[src/rtl/imem_loader.sv]
// Byte-stream IMEM loader: packs incoming bytes little-endian into 32-bit words
// and writes them to consecutive word-aligned IMEM addresses, holding the core while busy.
module imem_loader #(
  parameter int PC_WIDTH   = 32,
  parameter int INST_WIDTH = 32
) (
  input  logic                  clk,
  input  logic                  reset_n,
  input  logic                  start,
  input  logic [PC_WIDTH-1:0]   base_addr,
  input  logic [15:0]           word_cnt,
  input  logic                  abort,
  input  logic                  byte_valid,
  input  logic [7:0]            byte_data,
  output logic                  byte_ready,
  output logic                  imem_wr_en,
  output logic [PC_WIDTH-1:0]   imem_wr_addr,
  output logic [INST_WIDTH-1:0] imem_wr_data,
  output logic                  busy,
  output logic                  done,
  output logic [1:0]            state_o
);

  // Handshake: a byte moves on a rising edge where byte_valid and byte_ready are both 1;
  // byte_ready is high for the whole of COLLECT and never depends on byte_valid.
  typedef enum logic [1:0] {
    IDLE    = 2'd0,
    COLLECT = 2'd1,
    WRITE   = 2'd2,
    DONE    = 2'd3
  } state_t;

  state_t                  state_q;
  logic [PC_WIDTH-1:0]     addr_q;
  logic [15:0]             cnt_q;
  logic [1:0]              byte_idx_q;
  logic [INST_WIDTH-1:0]   word_q;

  always_ff @(posedge clk or negedge reset_n) begin
    if (!reset_n) begin
      state_q    <= IDLE;
      addr_q     <= '0;
      cnt_q      <= '0;
      byte_idx_q <= '0;
      word_q     <= '0;
    end else begin
      case (state_q)
        IDLE: begin
          if (start) begin
            if (word_cnt != 16'd0) begin
              addr_q     <= base_addr & ~PC_WIDTH'(3);
              cnt_q      <= word_cnt;
              byte_idx_q <= 2'd0;
              word_q     <= '0;
              state_q    <= COLLECT;
            end else begin
              state_q <= DONE;
            end
          end
        end
        COLLECT: begin
          // abort wins over a byte presented in the same cycle
          if (abort) begin
            byte_idx_q <= 2'd0;
            word_q     <= '0;
            state_q    <= IDLE;
          end else if (byte_valid) begin
            word_q[{byte_idx_q, 3'b000} +: 8] <= byte_data;
            byte_idx_q <= byte_idx_q + 2'd1;
            if (byte_idx_q == 2'd3) begin
              state_q <= WRITE;
            end
          end
        end
        WRITE: begin
          if (abort) begin
            byte_idx_q <= 2'd0;
            word_q     <= '0;
            state_q    <= IDLE;
          end else begin
            addr_q     <= addr_q + PC_WIDTH'(4);
            cnt_q      <= cnt_q - 16'd1;
            byte_idx_q <= 2'd0;
            state_q    <= (cnt_q == 16'd1) ? DONE : COLLECT;
          end
        end
        DONE: begin
          state_q <= IDLE;
        end
        default: begin
          state_q <= IDLE;
        end
      endcase
    end
  end

  // An abort landing in the WRITE cycle itself must still kill the strobe.
  assign imem_wr_en   = (state_q == WRITE) && !abort;
  assign imem_wr_addr = addr_q;
  assign imem_wr_data = word_q;
  assign byte_ready   = (state_q == COLLECT);
  assign busy         = (state_q != IDLE);
  assign done         = (state_q == DONE);
  assign state_o      = state_q;

endmodule

[config.mk]
export PLATFORM = sky130hd
export DESIGN_NAME = imem_loader
export DESIGN_NICKNAME = d
export VERILOG_FILES = /design/src/rtl/imem_loader.sv
export SDC_FILE = /design/constraint.sdc
export NUM_CORES = 1
export LEC_CHECK = 0
export ABC_AREA = 1
export CORE_ASPECT_RATIO = 0.8
export CORE_MARGIN = 1
export CORE_UTILIZATION = 31
export DETAILED_ROUTE_END_ITERATION = 7
export PLACE_DENSITY = 0.62
export SLEW_MARGIN = 20
export SYNTH_ARGS = -nofsm -noshare
export SYNTH_HDL_FRONTEND = slang
export SYNTH_SLANG_ARGS = --single-unit
[constraint.sdc]
create_clock -name clk -period 3.62 [get_ports clk]
set_clock_uncertainty 0.05 [all_clocks]
set_input_delay 0.905 -clock clk [delete_from_list [all_inputs] [get_ports clk]]
set_output_delay 0.905 -clock clk [all_outputs]
set_load 0.1 [all_outputs]
# Word-level counts from Yosys, hierarchy flattened
# Cells that the tools add are included.
dict set report word_totals {
  reg_bits 84
}
dict set report classes {
  add_sub_neg 4
  eq_ne 11
  shifts 2
  mux 28
  reduce_logical 11
}
# cell n
set ops {}
lappend ops {{two-way mux 32 bit} 8}
lappend ops {{one-hot mux 32 bit (3 select lines)} 1}
lappend ops {{one-hot mux 32 bit (2 select lines)} 1}
lappend ops {{two-way mux 16 bit} 3}
lappend ops {{adder 32 x 3 -> 32 bit (second input constant)} 1}
lappend ops {{bitwise mux 32 bit} 1}
lappend ops {{one-hot mux 16 bit (2 select lines)} 1}
lappend ops {{variable shift 8 x 7 -> 32 bit (first input constant)} 1}
lappend ops {{variable part select 8 x 7 -> 32 bit} 1}
lappend ops {{two-way mux 2 bit} 11}
lappend ops {{== test 16 x 1 -> 1 bit (second input constant)} 1}
lappend ops {{nonzero test 16 bit} 1}
lappend ops {{subtractor 16 x 1 -> 16 bit (second input constant)} 1}
lappend ops {{!= test 2 bit (second input constant)} 4}
lappend ops {{one-hot mux 2 bit (4 select lines)} 1}
lappend ops {{AND reduction 4 bit} 2}
lappend ops {{negator 5 -> 7 bit} 1}
lappend ops {{== test 2 bit (second input constant)} 3}
lappend ops {{one-hot mux 2 bit (3 select lines)} 1}
lappend ops {{AND reduction 5 bit} 1}
lappend ops {{nonzero test 2 bit} 2}
lappend ops {{!= test 3 x 2 -> 1 bit (second input constant)} 1}
lappend ops {{!= test 3 bit (second input constant)} 1}
lappend ops {{AND reduction 3 bit} 1}
lappend ops {{6 further kinds} 6}

# Longest topological paths before layout
# Gate-level depths: netlist of the first run.
dict set report logic_depth {
  depth_word 6
  depth_mapped 10
  ltp_nobuf 10
}

# Worst setup path before layout of the first run
# Ideal clock, no wire load.
dict set report synth_timing {
  kind {register to register}
  startpoint {register state_q[0] (netlist: state_o[0])}
  endpoint {register word_q[24] (netlist: imem_wr_data[24])}
  setup_ns 0.068
  arrival_time_ns 2.910
  path_slack_ns 0.592
  stages_incl_launch_ff 11
  path_buffers 0
  cell_sequence {dfrtp_1 -> inv_2 -> nor2_2 -> nand2_1 -> inv_1 -> nand2_1 -> inv_2 -> nand3_1 -> nor2_1 -> nand2_1 -> nand2_1}
}
dict set report synth_via {
  elab_chain_len 3
  word_cells_on_any_way 10
}
# item line_no
set synth_lines {}
lappend synth_lines {{start: declaration} 33} ;# state_t state_q;
lappend synth_lines {{start signal: assignment} 84} ;# state_q <= (cnt_q == 16'd1) ? DONE : COLLECT;
lappend synth_lines {{== test 2 x 1 -> 1 bit *} -}
lappend synth_lines {{named net byte_ready} 15} ;# output logic byte_ready,
lappend synth_lines {{!= test 3 bit (no source line) / nonzero test 3 bit (equally long branches)} -}
lappend synth_lines {{AND reduction 5 bit (no source line)} -}
lappend synth_lines {{end signal: indexed assignment} 68} ;# word_q[{byte_idx_q, 3'b000} +: 8] <= byte_data;
lappend synth_lines {{end: declaration} 37} ;# logic [INST_WIDTH-1:0] word_q;
# The timed path passes the listed nets; every way through them passes the cells marked *.
# A chain may end at the register's enable or synchronous reset.

# Final worst setup path of the first run
dict set report layout_timing {
  startpoint {input port abort}
  endpoint {output port imem_wr_en}
}
dict set report layout_via {
  elab_chain_len 2
}
# item line_no
set layout_lines {}
lappend layout_lines {{start: declaration} 12} ;# input logic abort,
lappend layout_lines {{zero test 1 bit} 98} ;# assign imem_wr_en = (state_q == WRITE) && !abort;
lappend layout_lines {{logical AND 1 bit} 98}
lappend layout_lines {{end: declaration} 16} ;# output logic imem_wr_en,
# Every way passes these cells.

==> results of run 1 <==
[placed cells by master (no fill, tap or decap), drive strengths merged, types with 8 or more instances in the layout]
master and instances:
o21ai 39, nand3 63, clkbuf 11, inv 71, clkdlybuf4s50 57, nor2 185
nand4 9, buf 72, dfrtp 82, ha 8, nand2 365
[Yosys cell counts (all sizes together) (3+ instances only)]
| master | number |
|---|---|
| inv | 71 |
| clkbuf | 10 |
| dfrtp | 82 |
| buf | 11 |
| nand2 | 365 |
| nor2 | 185 |
| nand3b | 5 |
| ha | 8 |
| nand4 | 9 |
| o21ai | 39 |
| nand3 | 63 |
| or2 | 3 |
| a21oi | 4 |
[state kept, by name, summed over array words and instances (netlist names)]
register,flops
imem_wr_data,32
imem_wr_addr,30
cnt_q,16
byte_idx_q,2
state_o,2
[per-stage QoR]
step	power, mW	cells
final	6.14	1208
after global routing	6.58	1208
after CTS	6.18	1208
after detailed placement	5.24	1192
after global placement	5.20	1192
after floorplan	4.36	864
[power groups by stage]
stage	clock [mW]	combinational, mW	sequential, mW
2_1_floorplan	0	1.43	2.93
3_3_place_gp	0	3.57	1.63
3_5_place_dp	0	3.60	1.63
4_1_cts	0.948	3.61	1.62
5_1_grt	0.982	3.91	1.69
6_report	0.922	3.59	1.63
[final cells by class]
type / instances / area, um^2
clock buffers: 11 / 233
clock inverters: 5 / 55.1
fillers: 1765 / 9720
inverters: 72 / 270
multi-input cells: 689 / 2910
flip-flops and latches: 82 / 2050
well taps: 220 / 275
repair buffers: 129 / 1150
[worst max-delay path: cells and delay by family]
family	cells	cell delay (ns)
buffers and inverters	4	0.86
AND/OR/NAND/NOR	1	0.14
[worst max path at each step]
| stage | start | to | slack [ns] | depth (start not counted) |
|---|---|---|---|---|
| after CTS | abort | imem_wr_en | 0.78 | 5 |
| after floorplan | state_o[0] | imem_wr_data[24] | 0.59 | 10 |
| after global routing | abort | imem_wr_en | 0.70 | 5 |
| after global placement | word_cnt[6] | imem_wr_addr[10] | 0.64 | 9 |
| final | abort | imem_wr_en | 0.77 | 5 |
| after detailed placement | word_cnt[3] | imem_wr_addr[10] | 0.63 | 9 |
[per-layer routing]
layer  global-route usage [%]  part of all wire, %  up-vias
met3                     4.18                  5.9       20
met2                     28.6                   43      130
met4                     5.73                  1.8        0
met5                        0                    0        -
met1                     26.8                   50     2479
li1                         -                    -     2903
[logic make-up (layout without fill, tap and decap cells)]
group,Yosys count,count (layout),share of synthesized area (%)
adders and majority gates,8,8,1.88
xor gates and xnor gates,1,1,0.164
AOI/OAI and AO/OA,46,46,4.55
buffers and inverters,93,217,7.11
other,1,2,0.0704
and+or+nand+nor,632,632,47.7
DFF,82,82,38.5
==> flow_summary.ini, run 1 <==
[worst_hold_path]
min_to = imem_wr_data[31]
hold_path_class = reg2reg
min_path_cells = 2
hp-start = imem_wr_data[31]

[clock_network]
clock_latency_ns = 0.35
cts_resized = 0
cts_hold_buf = 0
cts_buffers = 9
cts_tree = yes
htree_levels = 3
path_clk_slew_ns = 0.06
cts_max_path_buffers = 2
clock-root-buffer = clkbuf_16
postCtsSetupBuffers = 0
cts_sinks = 82

[timing]
min_period_ns = 2.85
fmaxAchievable_mhz = 351
slew_headroom_pct = 50.8
fin_crit_sh_pct = 78.8
fin_hold_ws_ns = 0.430
worst_pin_slew_ns = 0.734
final-hold-violation-count = 0
setup_viol = 0
rsz0062_at_grt = false
setup_ws_ns = 0.768
drv_slew = 0
fin_setup_tns_ns = 0

[layout]
fin_area_um2 = 6940
area_delta_synth_final_pct = 30.2
drive_above_1_share_pct = 10.5
antenna_cells = 0
post-route-util_pct = 41.7
nNetsFinal = 1052

[synthesis]
ys_seq_elements = 82
yosysUniqueCellTypes = 32
ys.flop_type = dfrtp_1
synth-edff-count = 0
synth_area_leader_cell = dfrtp_1
netlist_instances = 863
synthArstFlopShare_pct = 100
synthTopCellsByArea = dfrtp_1 38%, nand2_1 26%, nor2_1 12%, nand3_1 5.8%, inv_1 4.7%
seq_area_frac_synth_pct = 38.5
yosys.area.top_type_share_pct = 38.5
ys_warn_count = 0
synth_area_um2 = 5330
synth_area_per_cell_um2 = 6.18

[grt]
grt_pass1_wl_um = 26500
antenna_found_initial = 0
grt_pass1_vias = 5318
grt-ovfl-total = 0
grt_start_max_net_pins = 70
grtUsageTotal_pct = 19.0

[setup_path]
slowest_stage = clkdlybuf4s50_1
r2r_slack_ns = 1.51
r2r_end = cnt_q[9]
r2r_start = state_o[1]
crit_path_cell_trace = clkdlybuf4s50_1, inv_1, nand2_4, inv_1, buf_12
cp-start-kind = input port
slowest_delay_ns = 0.50
worstPathRequired_ns = 2.66
crit_path_frequent_cell = inv_1
crit_fanout = 8
reg2reg_depth = 8
end_kind = output port
criticalPathCategory = in2out
arrival_ns = 1.90

[floorplan]
start_util_pct = 32.0
rows = 42
die_h_um = 119
die-area_um2 = 17700
io_pins = 131
core_um2 = 16700
fp.dieW_um = 149

[flow_run]
drv_cap = 0

[power_and_ir_drop]
combPwrFrac_pct = 58.5
power_frac_seq_pct = 26.5
switchingPower_mw = 3.58
power_density_nw_per_um2 = 885
vdd_drop_max_mv = 0.418
p_int_mw = 2.56
pwr-share-clk_pct = 15.0
cellLeakagePower_nw = 3.46
swShare_pct = 58.4

[run_status]
status = complete, no violations

[detailed_routing]
drt_wl_total_um = 15800
antenna_left = 0
drc_errors = 0
vias = 5532
drtIter0Drc = 395
firstDrtPassIters = 5
wl_per_cell_um = 13.1
routed_via_density = 4.58

[place]
portBuffers = 126
gp_congestion = 0.882
dp_slack_ns = 0.626
dp_hpwl_um = 11800
placed_area_um2 = 6650
(Power assumes the default switching activity.)
==> inputs of run 2 (changes only) <==
clock period = 2.85 ns   (was 3.62 ns; I/O delays follow)
==> flow_summary.ini, run 2 (synthesis results as in run 1) <==
[run_status]
status = complete, no violations

[floorplan]
start_util_pct = 32.0
core_um2 = 16700
die_h_um = 119
die-area_um2 = 17700
io_pins = 131
rows = 42
fp.dieW_um = 149

[detailed_routing]
drtIter0Drc = 370
vias = 5576
drc_errors = 0
routed_via_density = 4.61
antenna_left = 0
drt_wl_total_um = 15800
wl_per_cell_um = 13.1
firstDrtPassIters = 5

[setup_path]
crit_path_frequent_cell = inv_1
crit_fanout = 8
cp-start-kind = input port
crit_path_cell_trace = clkdlybuf4s50_1, inv_1, nand2_4, inv_1, buf_12
crit_buf_inv = 4
worstPathRequired_ns = 2.09
end_kind = output port
arrival_ns = 1.71
reg2reg_depth = 8
slowest_stage = clkdlybuf4s50_1
criticalPathCategory = in2out
r2r_slack_ns = 0.78
r2r_start = byte_idx_q[0]
slowest_delay_ns = 0.42
r2r_end = imem_wr_data[19]
path_delay_family = buffers and inverters

[power_and_ir_drop]
cellLeakagePower_nw = 3.50
power_density_nw_per_um2 = 1140
fin_total_pwr_mw = 8.01
vdd_drop_max_mv = 0.499

[clock_network]
cts_buffers = 9
htree_levels = 3
cts_hold_buf = 0
path_clk_slew_ns = 0.06
cts_tree = yes
cts_resized = 0
clock-root-buffer = clkbuf_16
clock_latency_ns = 0.35
cts_sinks = 82
postCtsSetupBuffers = 0
cts_max_path_buffers = 2

[timing]
fmaxAchievable_mhz = 404
fin_setup_tns_ns = 0
rsz0062_at_grt = false
min_period_ns = 2.47
worst_pin_slew_ns = 0.735
final-hold-violation-count = 0
drv_slew = 0
fin_crit_sh_pct = 86.8
setup_viol = 0
slew_headroom_pct = 51.0

[place]
dp_hpwl_um = 11800
placed_area_um2 = 6670
gp_congestion = 0.879
numPlacedInstances = 1194
portBuffers = 126

[grt]
grt_start_max_net_pins = 70
grt_pass1_wl_um = 26100
grt-ovfl-total = 0
grtUsageTotal_pct = 18.7
grt_pass1_vias = 5209
antenna_found_initial = 0

[layout]
largest_register_ffs = 32
drive_above_1_share_pct = 10.7
final_common_cell = nand2_1
area_delta_synth_final_pct = 31.4
antenna_cells = 0
post-route-util_pct = 42.0
stdcell_count = 1209
layout_common_cells = 363 x nand2_1, 177 x nor2_1, 82 x dfrtp_1
nNetsFinal = 1054
fin_area_um2 = 7000

[flow_run]
drv_cap = 0

[worst_hold_path]
hold_path_class = in2async
## run 2: power by group
group          internal [mW]  total [mW]  switching (mW)  leakage [nW]
logic                   1.04        4.59            3.55          2.27
registers               1.54        2.07           0.528          1.07
clock network          0.852        1.35           0.500         0.163
## run 2: worst max-delay path by stage
stage,from,end,slack [ns],cells after the start
2_1_floorplan,state_o[1],imem_wr_en,0.06,4
3_3_place_gp,word_cnt[6],imem_wr_data[9],0.33,8
3_5_place_dp,word_cnt[6],imem_wr_data[9],0.31,8
4_1_cts,abort,imem_wr_en,0.38,5
5_1_grt,abort,imem_wr_en,0.32,5
6_report,abort,imem_wr_en,0.38,5
## run 2: area by class of cell
type                    count  area (um^2)
fillers                  1787         9650
multi-input cells         689         2910
flip-flops and latches     82         2050
repair buffers            131         1160
well taps                 220          275
inverters                  72          270
clock buffers              10          229
clock inverters             5          104
## run 2: metal layers
layer / vias up / GRT usage (%) / share of wire, %
met1: 2493 / 26.5 / 49
met2: 151 / 27.9 / 43
li1: 2910 / - / -
met4: 0 / 6.51 / 2.1
met3: 22 / 3.79 / 5.7
met5: - / 0 / 0
## run 2: stage by stage
step | hold WS (ns) | setup WS (ns)
global placement | 0.415 | 0.333
floorplan | 0.367 | 0.0622
finish | 0.280 | 0.377
global route | 0.320 | 0.320
detailed placement | 0.416 | 0.314
CTS | 0.302 | 0.376
## run 2: worst register-to-register path, cell delays in order, from the launching register on
cell and delay, ns:
dfrtp_1 0.56, inv_1 0.21, ha_1 0.35, inv_1 0.06, nor2_2 0.15, nand4_1 0.30, nor2_1 0.18, nand2_1 0.08
nand2_1 0.07
